[src/rtl/mux_arb_pkg.sv]
// Shared types, widths and helpers for the 4-way round-robin mux arbiter.
package mux_arb_pkg;

  localparam int NREQ  = 4;
  localparam int SEL_W = 2;

  typedef enum logic {
    ST_IDLE  = 1'b0,
    ST_GRANT = 1'b1
  } state_t;

  function automatic logic [NREQ-1:0] onehot2(input logic [SEL_W-1:0] idx);
    logic [NREQ-1:0] v;
    v      = '0;
    v[idx] = 1'b1;
    return v;
  endfunction

endpackage

[src/rtl/rr_pick4.sv]
// Round-robin winner pick among 4 requesters, lowest priority at ptr.
// Latency: combinational. Backpressure: none, pure function of req/ptr.
// Rotate so ptr+1 sits at bit 0, fixed-priority pick, then un-rotate.
module rr_pick4
  import mux_arb_pkg::*;
(
  input  logic [NREQ-1:0]  req,
  input  logic [SEL_W-1:0] ptr,
  output logic             any,
  output logic [SEL_W-1:0] win
);

  logic [SEL_W-1:0] base;
  logic [NREQ-1:0]  rot;
  logic [SEL_W-1:0] off;

  assign base = ptr + SEL_W'(1);
  assign any  = |req;

  always_comb begin
    rot = '0;
    for (int i = 0; i < NREQ; i++) begin
      rot[i] = req[base + SEL_W'(i)];
    end
  end

  // Descending scan so the lowest rotated index wins.
  always_comb begin
    off = '0;
    for (int i = NREQ - 1; i >= 0; i--) begin
      if (rot[i]) off = SEL_W'(i);
    end
  end

  assign win = base + off;

endmodule

[src/rtl/mux4_rr_arbiter.sv]
// Round-robin arbiter/sequencer driving the 4:1 mux selects and one-hot grant.
// Latency: req in cycle t -> gnt/selects in t+1; one IDLE bubble after each release.
// Backpressure: ready low stalls beats and holds the grant while the owner keeps req.
module mux4_rr_arbiter
  import mux_arb_pkg::*;
#(
  parameter int MAX_HOLD = 8
) (
  input  logic            clk,
  input  logic            rst,
  input  logic [NREQ-1:0] req,
  input  logic [NREQ-1:0] last,
  input  logic            ready,
  output logic [NREQ-1:0] gnt,
  output logic            s1,
  output logic            s0,
  output logic            busy,
  output logic            fire,
  output logic            preempt
);

  localparam int CNT_W = (MAX_HOLD < 1) ? 1 : $clog2(MAX_HOLD + 1);
  localparam logic [CNT_W-1:0] HOLD_LAST = (MAX_HOLD == 0) ? '0 : CNT_W'(MAX_HOLD - 1);
  localparam logic [CNT_W-1:0] CNT_MAX   = '1;
  localparam logic             HOLD_EN   = (MAX_HOLD != 0);

  state_t           state, state_nxt;
  logic [SEL_W-1:0] ptr, ptr_nxt;
  logic [CNT_W-1:0] beat_cnt, cnt_nxt;
  logic [NREQ-1:0]  gnt_nxt;
  logic [SEL_W-1:0] sel, sel_nxt;
  logic             preempt_nxt;

  logic             pick_any;
  logic [SEL_W-1:0] pick_win;
  logic             owner_req, owner_last;
  logic             rel_last, rel_drop, rel_hold, release_now;

  rr_pick4 u_pick (
    .req (req),
    .ptr (ptr),
    .any (pick_any),
    .win (pick_win)
  );

  assign owner_req  = req[ptr];
  assign owner_last = last[ptr];
  assign busy       = (state == ST_GRANT);
  assign fire       = busy & owner_req & ready;

  assign rel_last    = fire & owner_last;
  assign rel_drop    = busy & ~owner_req;
  assign rel_hold    = HOLD_EN & fire & (beat_cnt == HOLD_LAST);
  assign release_now = rel_last | rel_drop | rel_hold;

  always_ff @(posedge clk) begin
    if (rst) begin
      state    <= ST_IDLE;
      ptr      <= SEL_W'(NREQ - 1);
      beat_cnt <= '0;
      gnt      <= '0;
      sel      <= '0;
      preempt  <= 1'b0;
    end else begin
      state    <= state_nxt;
      ptr      <= ptr_nxt;
      beat_cnt <= cnt_nxt;
      gnt      <= gnt_nxt;
      sel      <= sel_nxt;
      preempt  <= preempt_nxt;
    end
  end

  always_comb begin
    state_nxt = state;
    case (state)
      ST_IDLE:  if (pick_any)    state_nxt = ST_GRANT;
      ST_GRANT: if (release_now) state_nxt = ST_IDLE;
      default:  state_nxt = ST_IDLE;
    endcase
  end

  // Selects keep their last value in IDLE so the mux output does not toggle.
  always_comb begin
    gnt_nxt     = gnt;
    sel_nxt     = sel;
    ptr_nxt     = ptr;
    cnt_nxt     = beat_cnt;
    preempt_nxt = 1'b0;
    case (state)
      ST_IDLE: begin
        gnt_nxt = '0;
        if (pick_any) begin
          gnt_nxt = onehot2(pick_win);
          sel_nxt = pick_win;
          ptr_nxt = pick_win;
          cnt_nxt = '0;
        end
      end
      ST_GRANT: begin
        if (fire && beat_cnt != CNT_MAX) cnt_nxt = beat_cnt + CNT_W'(1);
        if (release_now) begin
          gnt_nxt     = '0;
          preempt_nxt = rel_hold & ~rel_last;
        end
      end
      default: gnt_nxt = '0;
    endcase
  end

  assign s1 = sel[1];
  assign s0 = sel[0];

endmodule
[config.mk]
export PLATFORM = sky130hd
export DESIGN_NAME = mux4_rr_arbiter
export DESIGN_NICKNAME = d
export VERILOG_FILES = /design/src/rtl/mux_arb_pkg.sv /design/src/rtl/rr_pick4.sv /design/src/rtl/mux4_rr_arbiter.sv
export SDC_FILE = /design/constraint.sdc
export NUM_CORES = 1
export LEC_CHECK = 0
export ABC_AREA = 0
export BUFFER_PORTS_ARGS = -buffer_cell sky130_fd_sc_hd__buf_2
export CAP_MARGIN = 10
export CORE_MARGIN = 4
export CORE_UTILIZATION = 50
export CTS_BUF_LIST = sky130_fd_sc_hd__clkbuf_8
export DETAILED_ROUTE_END_ITERATION = 6
export PLACE_DENSITY = 0.75
export SKIP_LAST_GASP = 1
export SLEW_MARGIN = 20
export SYNTH_ARGS = -nofsm -noshare
export SYNTH_HDL_FRONTEND = slang
export SYNTH_SLANG_ARGS = --single-unit
[constraint.sdc]
create_clock -name clk -period 3.2 [get_ports clk]
set_input_delay 0.64 -clock clk [delete_from_list [all_inputs] [get_ports clk]]
set_output_delay 0.64 -clock clk [all_outputs]
set_load 0.1 [all_outputs]
==> summary by stage, run 1 <==
STA
Across all setup checks in the final design, the least slack found is 0.693 ns. The number of failing setup endpoints in the final timing report is 0. The actual slew at the worst max-slew pin is 0.495 ns.

Derived from the worst setup path, the maximum achievable clock frequency is 399 MHz. After layout, the minimum clock period comes to 2.51 ns. The number of hold violations in the final report is 0. Setup repair after global routing left no endpoint under its margin. The max-slew violation count was 0. The share of the clock period used by the worst path is 78.4%. The final setup skew is 0.00152 ns. The summed negative setup slack over all endpoints is 0 ns.

The normalized max-slew margin is 67.2%.

Placed design
The pre-CTS setup slack is 0.624 ns. The count of input and output buffers is 19. The HPWL reported at the end of detailed placement is 1370 µm. The final estimated routing congestion in global placement is 0.780.

Finish
The multi-input gate area in the final layout is 536 µm². The total inserted antenna cells is 0. The register cell area after layout is 280 µm². Compared with the post-synthesis result, the final layout area differs by 15.7%. The filler cells instantiated in the layout total 144.

The final layout contains 132 nets. The post-route netlist has 31.4% of its cells at a drive strength greater than 1. The final core utilization is 63.8%.

Global route
In the global route stage, overall resource usage came out at 15.9%. The first global-routing pass estimated 3070 µm of wire. Entering global routing, the biggest net connects 15 pins. The via count of the first global-routing pass was 714. The initial antenna violation count is 0. The total grt overflow is 0.

Die
The standard cell core area is 1580 µm². The die covers 2470 µm². The die height is 49.7 µm. The floorplan step set the die width to 49.7 µm. For this configuration, the core starts out at a cell density of 55.2%. 20 I/O pins were placed.

The number of placement rows is 14.

Clocking
The insertion delay of the later-clocked pin in the worst-skew pair is 0.24 ns. The number of hold buffers added after CTS was 0. The TritonCTS clock tree is yes. The post-cts sizing count is 0. Buffers added to address setup during post-CTS repair amount to 0. CTS built an H-tree with a depth of 1. In this run the clock root is driven by a clkbuf_8. The clock net in this run drives a total of 14 sinks. The maximum clock insertion buffer count is 2. After clock tree synthesis, the clock-pin slew on the worst setup and hold paths is 0.06 ns. The CTS buffer count is 3.

Yosys
The cell area after synthesis is 870 µm². The synthesized instance count is 101. The post-synthesis area per instance is 8.61 µm². The synthesized netlist net count is 114. In this run, synthesis produced a sequential element count of 14. For this run, the number of Yosys warnings is 0. The synthesized netlist contains 41 unique library cells. Summing the sequential cell areas from Yosys gives 32.2% of the chip area.

Routing
The final route contains 776 vias. Dividing the detail-routed via count by the number of cells gives 5.79. In the routed design, unresolved DRC markers number 0.

Summed over all layers, the routed wires come to 1840 µm. The count of nets left with antenna violations once routing finished came out at 0. The first routing iteration left 20 violations. The final routed wire length divided by cell count is 13.7 µm. The first TritonRoute pass finished after 4 iterations.

Worst setup path
The depth of the most critical reg-to-reg path is 9. The critical path class is reg2out. STA classifies the critical path endpoint as a primary output. The required time at the worst-slack endpoint is 2.56 ns.

The critical path startpoint category is a register. In this run the worst path has a maximum fanout of 13. For the worst setup path, the data arrival time is 1.87 ns.

Pwr
The power density relative to cell area is 861 nW/µm². In this run the static leakage power is 0.448 nW. The total power of the final layout is 0.866 mW. Across the VDD grid, the largest voltage drop is 0.000526 V.

Run status
The flow ran to the end, and the final reports show no timing, DRC or antenna violations.

Min path
Along the worst hold path, the cell count comes to 2. The path class of the tightest hold or removal check is reg2reg.

Job
Across the run, the number of max-cap violations was 0.
## where the power goes
group / internal, mW / switching, mW / total [mW]
registers: 0.209 / 0.0395 / 0.249
logic: 0.130 / 0.317 / 0.446
clock network: 0.109 / 0.0625 / 0.171
total: 0.448 / 0.419 / 0.866
## critical path, cell delays in order (launching register included)
cell and delay, ns:
dfxtp_1 0.61, mux2i_1 0.18, o22ai_2 0.22, nand2_2 0.09
clkinv_2 0.08, buf_2 0.43
## flip-flops by register name, summed over array words and instances (netlist names)
| name | flops |
|---|---|
| gnt | 4 |
| sel | 2 |
| ptr | 2 |
| beat_cnt | 4 |
| busy | 1 |
| preempt | 1 |
## cells in the mapped netlist, drive strengths merged
cell type	number	area (µm²)
ha	2	25.0
o2bb2ai	1	8.76
inv	4	15.0
a2bb2o	1	20.0
a32oi	1	16.3
or2	4	25.0
nor4	1	6.26
nand3b	2	15.0
a22o	3	26.3
nor4b	1	8.76
mux2	1	11.3
or3	1	6.26
nand2	10	42.5
and3b	1	8.76
nor2	12	45.0
buf	4	26.3
mux2i	3	30.0
dfxtp	14	280
and3	1	6.26
o32ai	2	25.0
o2111ai	1	8.76
xnor2	2	25.0
nor3	2	10.0
o22ai	1	12.5
nand2b	1	6.26
or4	1	7.51
clkbuf	2	7.51
clkinv	1	5.00
a21oi	7	35.0
xor2	1	8.76
and2	1	6.26
o21ai	2	10.0
mux4	1	26.3
o211ai	2	15.0
nand3	5	25.0
a31oi	2	12.5
## metal layers
layer	track usage, %	share of wire (%)
met2	26.4	46
met5	0	0
met4	2.76	0
met3	5.72	6.3
met1	19.7	47
## through the flow
stage               instance area, µm²  cells  hold WS (ns)
floorplan                          870    101         0.465
global placement                   951    130         0.441
detailed placement                 951    130         0.445
CTS                               1010    134         0.453
global route                      1010    134         0.470
finish                            1010    134         0.451
## cell type report
| type | instances | area share (%) |
|---|---|---|
| tap | 16 | 1.99 |
| multi-input combinational | 76 | 53.2 |
| sequential | 14 | 27.9 |
| clock buffer | 4 | 5.47 |
| timing repair buffer | 19 | 9.45 |
| inverter | 5 | 1.99 |
## cells in the final DEF, fill, tap and decap left out, types with 2 or more instances in the layout
master and n:
a22o_1 3, nand3_1 5, dfxtp_1 14, nand2_2 2, o211ai_1 2, clkbuf_8 4, nand2_1 8, inv_1 3
mux2i_1 3, nor3_1 2, nand3b_1 2, buf_2 19, nor2_1 12, or2_2 4, ha_1 2, a21oi_1 7
o21ai_0 2, a31oi_1 2
## worst paths after layout
kind         startpoint      to  slack (ns)
max              ptr[0]    fire        0.69
min              sel[0]  sel[0]        0.45
max reg2reg      ptr[0]  gnt[2]        0.75
min reg2reg      sel[0]  sel[0]        0.45
## logic make-up after synthesis
kind of cell | synth area share [%]
AOI/OAI and AO/OA | 21.9
xor gates and xnor gates | 3.89
adders and majority gates | 2.88
buffers and inverters | 6.19
DFF | 32.2
muxes | 7.77
and+or+nand+nor | 25.2
(Power assumes the default switching activity.)
==> run 2, diff against run 1 <==
clock period = 2.4 ns   (was 3.2 ns; I/O delays follow)
==> run 2 against run 1 <==
Combinational power up 39%. Register-to-register slack worse by 0.53 ns. Routed wire length down 0.44%. Clock skew about the same. Die area unchanged. Cell count up 2.2%. Highest routed layer is now met4. Hold slack about the same. Count of clock-buffer cells in the layout unchanged.
==> summary by stage, run 2 (synthesized netlist as in run 1, its figures left out) <==
Run status
Outcome: complete, no violations (unchanged).

STA
The routed design could run at a clock period as short as 2.27 ns. The number of failing setup endpoints in the final timing report came to 0 (unchanged). The summed negative setup slack over all endpoints is 0 ns (unchanged). The number of hold violations in the final report is 0 (unchanged). The normalized max-slew margin is 67.7% (was 67.2%).

RSZ-0062 raised after global routing: no (unchanged). The post-route worst hold slack is 0.451 ns (about the same). The final setup skew is 0.00173 ns (was 0.00152 ns). The actual slew at the worst max-slew pin is 0.488 ns (was 0.495 ns). In the finished design, the share of the clock period the worst path needs comes to 94.4%.

The max-slew violation count is 0 (unchanged). For this run, the top clock speed supported by timing is 441 MHz.

Min path
The kind of path behind the tightest hold check is reg2reg (unchanged). The hold-critical path depth came to 2 (unchanged).

Die
The standard cell core area was 1580 µm² (unchanged). The count of boundary I/O pins is 20 (unchanged). The area of the die came to 2470 µm² (unchanged). The die boundary width is 49.7 µm (unchanged). The die height came to 49.7 µm (unchanged). The starting utilization of the core area was 55.2% (unchanged). The number of placement rows is 14 (unchanged).

Global route
The initial antenna violation count is 0 (unchanged). The maximum number of pins on one net before global-route repair is 15 (unchanged). The total grt overflow is 0 (unchanged). The total global-route track usage is 16.6% (was 15.9%). The via count of the first global-routing pass is 720 (was 714).

The first-pass GRT wire length is 3130 µm (was 3070 µm).

Finish
The area growth from synthesis to final layout is 18.3% (was 15.7%). The total inserted antenna cells is 0 (unchanged). The final layout net count is 135 (was 132). The final core utilization is 65.2% (was 63.8%). The non-filler instance count after layout is 137 (was 134). Commonest cells after routing, fill and taps aside: 19 x buf_2, 14 x dfxtp_1, 12 x nor2_1 (unchanged).

The final instance area is 1030 µm² (was 1010 µm²). The most common library cell in the layout ignoring fill and taps is buf_2 (unchanged). The share of cells above drive strength 1 came to 33.1% (was 31.4%). The number of inserted filler cells in the final layout was 137 (was 144). Top flop regs: beat_cnt: 4 flops, gnt: 4 flops (unchanged).

Worst setup path
The critical path data arrival time is 1.79 ns (was 1.87 ns). Cell Chain, Critical Path: buf_4 > mux2i_1 > o22ai_2 > nand2_2 > clkinv_2 > buf_2 (was mux2i_1 > o22ai_2 > nand2_2 > clkinv_2 > buf_2). The cell with the biggest individual delay on the critical path is dfxtp_1 (unchanged). The critical path class is reg2out (unchanged). The depth of the most critical reg-to-reg path was 9 (unchanged). The worst stage delay on the critical path is 0.44 ns (was 0.61 ns).

The critical path startpoint category is a register (unchanged). The required time at the worst-slack endpoint is 1.92 ns (was 2.56 ns). The endpoint type of the worst setup path is a primary output (unchanged). The largest driver fanout on the critical path was 8 (was 13).

Pwr
The total leakage power is 0.461 nW (was 0.448 nW). The worst voltage drop across the vdd grid came to 0.000586 V (was 0.000526 V). The power density relative to cell area is 1140 nW/µm² (was 861 nW/µm²).

Clocking
The post-cts sizing count is 0 (unchanged). The post-CTS setup-driven buffer insertion count is 0 (unchanged). The maximum level of the CTS H-tree was 1 (unchanged). The clock edge transition at the registers on the reported setup and hold paths was 0.06 ns (about the same). The TritonCTS clock tree is yes (unchanged). The maximum clock insertion buffer count was 2 (unchanged).

The insertion delay of the later-clocked pin in the worst-skew pair is 0.25 ns (was 0.24 ns). The count of hold-fix buffers inserted at cts came to 0 (unchanged). The number of clock sinks was 14 (unchanged). The root buffer cell is clkbuf_8 (unchanged). The CTS buffer count is 3 (unchanged).

Routing
The remaining antenna violation count after routing is 0 (unchanged). The total number of vias is 794 (was 776). The via density per instance was 5.80 (was 5.79). The sum of routed wire length over all layers is 1830 µm (was 1840 µm). The residual DRC count came to 0 (unchanged).

The count of routing violations after the opening detailed-route iteration was 20 (unchanged). The final routed wire length divided by cell count is 13.4 µm (was 13.7 µm). The first-pass iteration count of the detailed router was 4 (unchanged).

Placed design
The area of placed instances came to 973 µm² (was 951 µm²). The HPWL reported at the end of detailed placement came to 1400 µm (was 1370 µm). The count of input and output buffers came to 19 (unchanged). The final estimated routing congestion in global placement was 0.820 (was 0.780). The cell count after placement is 133 (was 130).

Job
The max-capacitance violation count is 0 (unchanged).
[run 2: cell count changes in the layout (fill, tap and decap cells not counted)]
cell / change
buf_4: +3
[run 2: power breakdown]
group / internal [mW] / switching (mW) / total, mW
registers: 0.279 / 0.0457 / 0.325
clock network: 0.145 / 0.0834 / 0.229
logic: 0.184 / 0.434 / 0.618
total: 0.609 / 0.563 / 1.17
[run 2: per-stage QoR]
stage,power [mW],setup slack [ns]
5_1_grt,1.23,0.0357
4_1_cts,1.18,0.132
2_1_floorplan,0.850,0.0124
3_3_place_gp,0.939,0.0612
3_5_place_dp,0.948,0.0465
6_report,1.17,0.134
[run 2: final timing paths]
| check | startpoint | endpoint | slack (ns) |
|---|---|---|---|
| setup / recovery | ptr[0] | fire | 0.13 |
| hold reg to reg | sel[0] | sel[0] | 0.45 |
| hold / removal | sel[0] | sel[0] | 0.45 |
| setup reg to reg | ptr[0] | gnt[2] | 0.22 |
[run 2: per-layer routing]
metal | share of wire, % | track usage [%]
met4 | 1.3 | 5.53
met2 | 46 | 26.0
met5 | 0 | 0
met1 | 45 | 21.3
met3 | 7.5 | 5.72
[run 2: critical path: cells and delay by family (launching register included)]
kind / cells / cell delay (ns)
flip-flops: 1 / 0.44
multiplexers: 1 / 0.09
buffers and inverters: 3 / 0.68
AND/OR/NAND/NOR: 1 / 0.10
AO/OA/AOI/OAI: 1 / 0.22
[run 2: layout make-up]
class | count | area [µm²] | area share (%)
clock buffer | 4 | 55.1 | 5.35
sequential | 14 | 280 | 27.3
multi-input combinational | 76 | 536 | 52.1
tap | 16 | 20.0 | 1.95
inverter | 5 | 20.0 | 1.95
timing repair buffer | 22 | 118 | 11.4
==> run 3, diff against run 2 <==
CORE_UTILIZATION = 54   (was 50)
PLACE_DENSITY = 0.8   (was 0.75)
==> run 3 against run 2 <==
Setup slack worse by 0.023 ns. Critical endpoint unchanged. Combinational power up 2%. Global-route usage up 0.92 points. Largest cell class unchanged. Register-to-register slack about the same. Critical path type unchanged.
==> summary by stage, run 3 (synthesized netlist as in run 1, its figures left out) <==
Run status
Outcome: complete, no violations (unchanged).

Routing
The total number of vias is 769 (was 794). The residual DRC count is 0 (unchanged). The count of routing violations after the opening detailed-route iteration came to 35 (was 20). The via density per instance came to 5.65 (was 5.80).

The first-pass iteration count of the detailed router is 4 (unchanged). The sum of routed wire length over all layers came to 1800 µm (was 1830 µm). The remaining antenna violation count after routing is 0 (unchanged). The final routed wire length divided by cell count is 13.3 µm (was 13.4 µm).

Worst setup path
The origin of the critical flop-to-flop path is ptr[0] (unchanged). The category of cells accounting for the largest share of critical-path delay is buffers and inverters (unchanged). The critical path class is reg2out (unchanged). The flop-to-flop setup slack came to 0.22 ns (about the same). The depth of the most critical reg-to-reg path was 10 (was 9). The capture point of the worst path is fire (unchanged). The endpoint of the lowest-slack register-to-register path is sel[1] (was gnt[2]). The endpoint type of the worst setup path is a primary output (unchanged). Cell Chain, Critical Path: buf_4 > mux2i_1 > o22ai_2 > nand2_2 > clkinv_2 > buf_2 (unchanged). The required time at the worst-slack endpoint came to 1.92 ns (about the same). The cell with the biggest individual delay on the critical path is dfxtp_1 (unchanged). The worst stage delay on the critical path is 0.46 ns (was 0.44 ns). The start point of the critical path is ptr[0] (unchanged). The count of buffer and inverter cells on the critical path is 3 (unchanged). The cell depth of the worst setup path is 6 (unchanged).

The critical path startpoint category is a register (unchanged). The critical path data arrival time is 1.81 ns (was 1.79 ns). The largest driver fanout on the critical path came to 9 (was 8).

STA
The upper clock frequency limit is 437 MHz (was 441 MHz). RSZ-0062 raised after global routing: no (unchanged). The number of failing setup endpoints in the final timing report is 0 (unchanged).

The post-route worst hold slack is 0.460 ns (was 0.451 ns). The number of hold violations in the final report is 0 (unchanged). The summed negative setup slack over all endpoints is 0 ns (unchanged). The share of the clock period used by the worst path is 95.4% (was 94.4%). The max-slew violation count is 0 (unchanged). The final setup skew was 0.00123 ns (was 0.00173 ns). The clock period minus final worst setup slack is 2.29 ns (was 2.27 ns). The normalized max-slew margin was 67.7% (about the same). The worst setup slack after layout is 0.111 ns (was 0.134 ns). The actual slew at the worst max-slew pin came to 0.488 ns (about the same).

Die
The standard cell core area is 1510 µm² (was 1580 µm²). The number of placement rows was 14 (unchanged). The starting utilization of the core area is 57.7% (was 55.2%). The die boundary width came to 48.1 µm (was 49.7 µm). The count of boundary I/O pins is 20 (unchanged).

The die height is 48.1 µm (was 49.7 µm). The area of the die came to 2320 µm² (was 2470 µm²).

Pwr
The net switching power is 0.566 mW (was 0.563 mW). The power share of the clock group is 19.1% (was 19.5%). The power density relative to cell area came to 1140 nW/µm² (about the same). The proportion of power drawn by combinational gates is 53.2% (was 52.8%). The sequential cell fraction of total power is 27.6% (was 27.7%). The net switching share of the total power came to 47.8% (was 48.1%). The worst voltage drop across the vdd grid came to 0.000614 V (was 0.000586 V). The total power of the final layout is 1.18 mW (was 1.17 mW).

The total leakage power is 0.464 nW (was 0.461 nW). The cell internal power dissipation is 0.617 mW (was 0.609 mW).

Finish
Commonest cells after routing, fill and taps aside: 19 x buf_2, 14 x dfxtp_1, 12 x nor2_1 (unchanged). The share of cells above drive strength 1 is 34.2% (was 33.1%). The total inserted antenna cells came to 0 (unchanged).

The most common library cell in the layout ignoring fill and taps is buf_2 (unchanged). Top flop regs: beat_cnt: 4 flops, gnt: 4 flops (unchanged). The final layout net count was 134 (was 135). The area growth from synthesis to final layout is 19.1% (was 18.3%).

Global route
The total global-route track usage is 17.6% (was 16.6%). The total grt overflow is 0 (unchanged). The maximum number of pins on one net before global-route repair came to 15 (unchanged). The initial antenna violation count came to 0 (unchanged).

The via count of the first global-routing pass is 667 (was 720). The first-pass GRT wire length came to 2890 µm (was 3130 µm).

Clocking
The clock edge transition at the registers on the reported setup and hold paths is 0.06 ns (about the same). The TritonCTS clock tree is yes (unchanged). The insertion delay of the later-clocked pin in the worst-skew pair is 0.24 ns (was 0.25 ns). The maximum level of the CTS H-tree is 1 (unchanged). The CTS buffer count was 3 (unchanged). The root buffer cell is clkbuf_8 (unchanged). The count of hold-fix buffers inserted at cts is 0 (unchanged). The maximum clock insertion buffer count is 2 (unchanged). The number of clock sinks is 14 (unchanged).

Min path
The kind of path behind the tightest hold check is reg2reg (unchanged).

Placed design
The HPWL reported at the end of detailed placement was 1350 µm (was 1400 µm). The final estimated routing congestion in global placement is 0.746 (was 0.820). The count of input and output buffers is 19 (unchanged). The pre-CTS setup slack is -0.0212 ns (was 0.0465 ns).

Job
The max-capacitance violation count is 0 (unchanged).
[run 3: cell count changes in the layout (fill, tap and decap cells not counted), sizes merged]
cell  delta
buf      -1
[run 3: how the worst min path moves through the flow]
stage	from	to	cells past startpoint
detailed placement	sel[0]	sel[0]	2
floorplan	beat_cnt[1]	beat_cnt[1]	2
global route	sel[0]	sel[0]	2
finish	sel[1]	sel[1]	2
global placement	sel[0]	sel[0]	2
CTS	sel[1]	sel[1]	2
[run 3: final cells by class]
class,instances,area [µm²]
flip-flops and latches,14,280
fillers,118,470
multi-input cells,76,551
well taps,16,20.0
inverters,5,20.0
repair buffers,21,110
clock buffers,4,55.1
[run 3: through the flow]
step	area [µm²]	cells	util (%)
global route	1040	136	68.8
finish	1040	136	68.8
floorplan	870	101	-
CTS	1020	136	67.8
detailed placement	966	132	64.1
global placement	966	132	64.1
[run 3: power by group through the flow]
stage / sequential [mW] / combinational, mW / clock [mW]
2_1_floorplan: 0.552 / 0.299 / 0
3_3_place_gp: 0.327 / 0.605 / 0
3_5_place_dp: 0.328 / 0.616 / 0
4_1_cts: 0.325 / 0.618 / 0.233
5_1_grt: 0.336 / 0.671 / 0.241
6_report: 0.327 / 0.630 / 0.226
[run 3: metal layers]
layer	track usage (%)	up-vias	wire length, µm
li1	-	398	-
met1	24.9	347	838
met2	27.2	24	849
met3	5.54	0	115
met4	1.61	0	0
met5	0	-	0
[run 3: worst register-to-register path, cell delays in order (launching register included)]
cell,delay (ns)
dfxtp_1,0.46
or2_2,0.19
nor2_1,0.04
o21ai_0,0.19
o2111ai_1,0.14
ha_1,0.23
xor2_2,0.16
xnor2_2,0.17
and2_1,0.18
mux2i_1,0.20
a21oi_1,0.09
[run 3: repair_timing]
item / in CTS / in global routing
buffers inserted: 0 / 0
gates resized for setup: 0 / 2
setup endpoints to repair: 0 / 4
endpoints found under the hold margin: 0 / 0
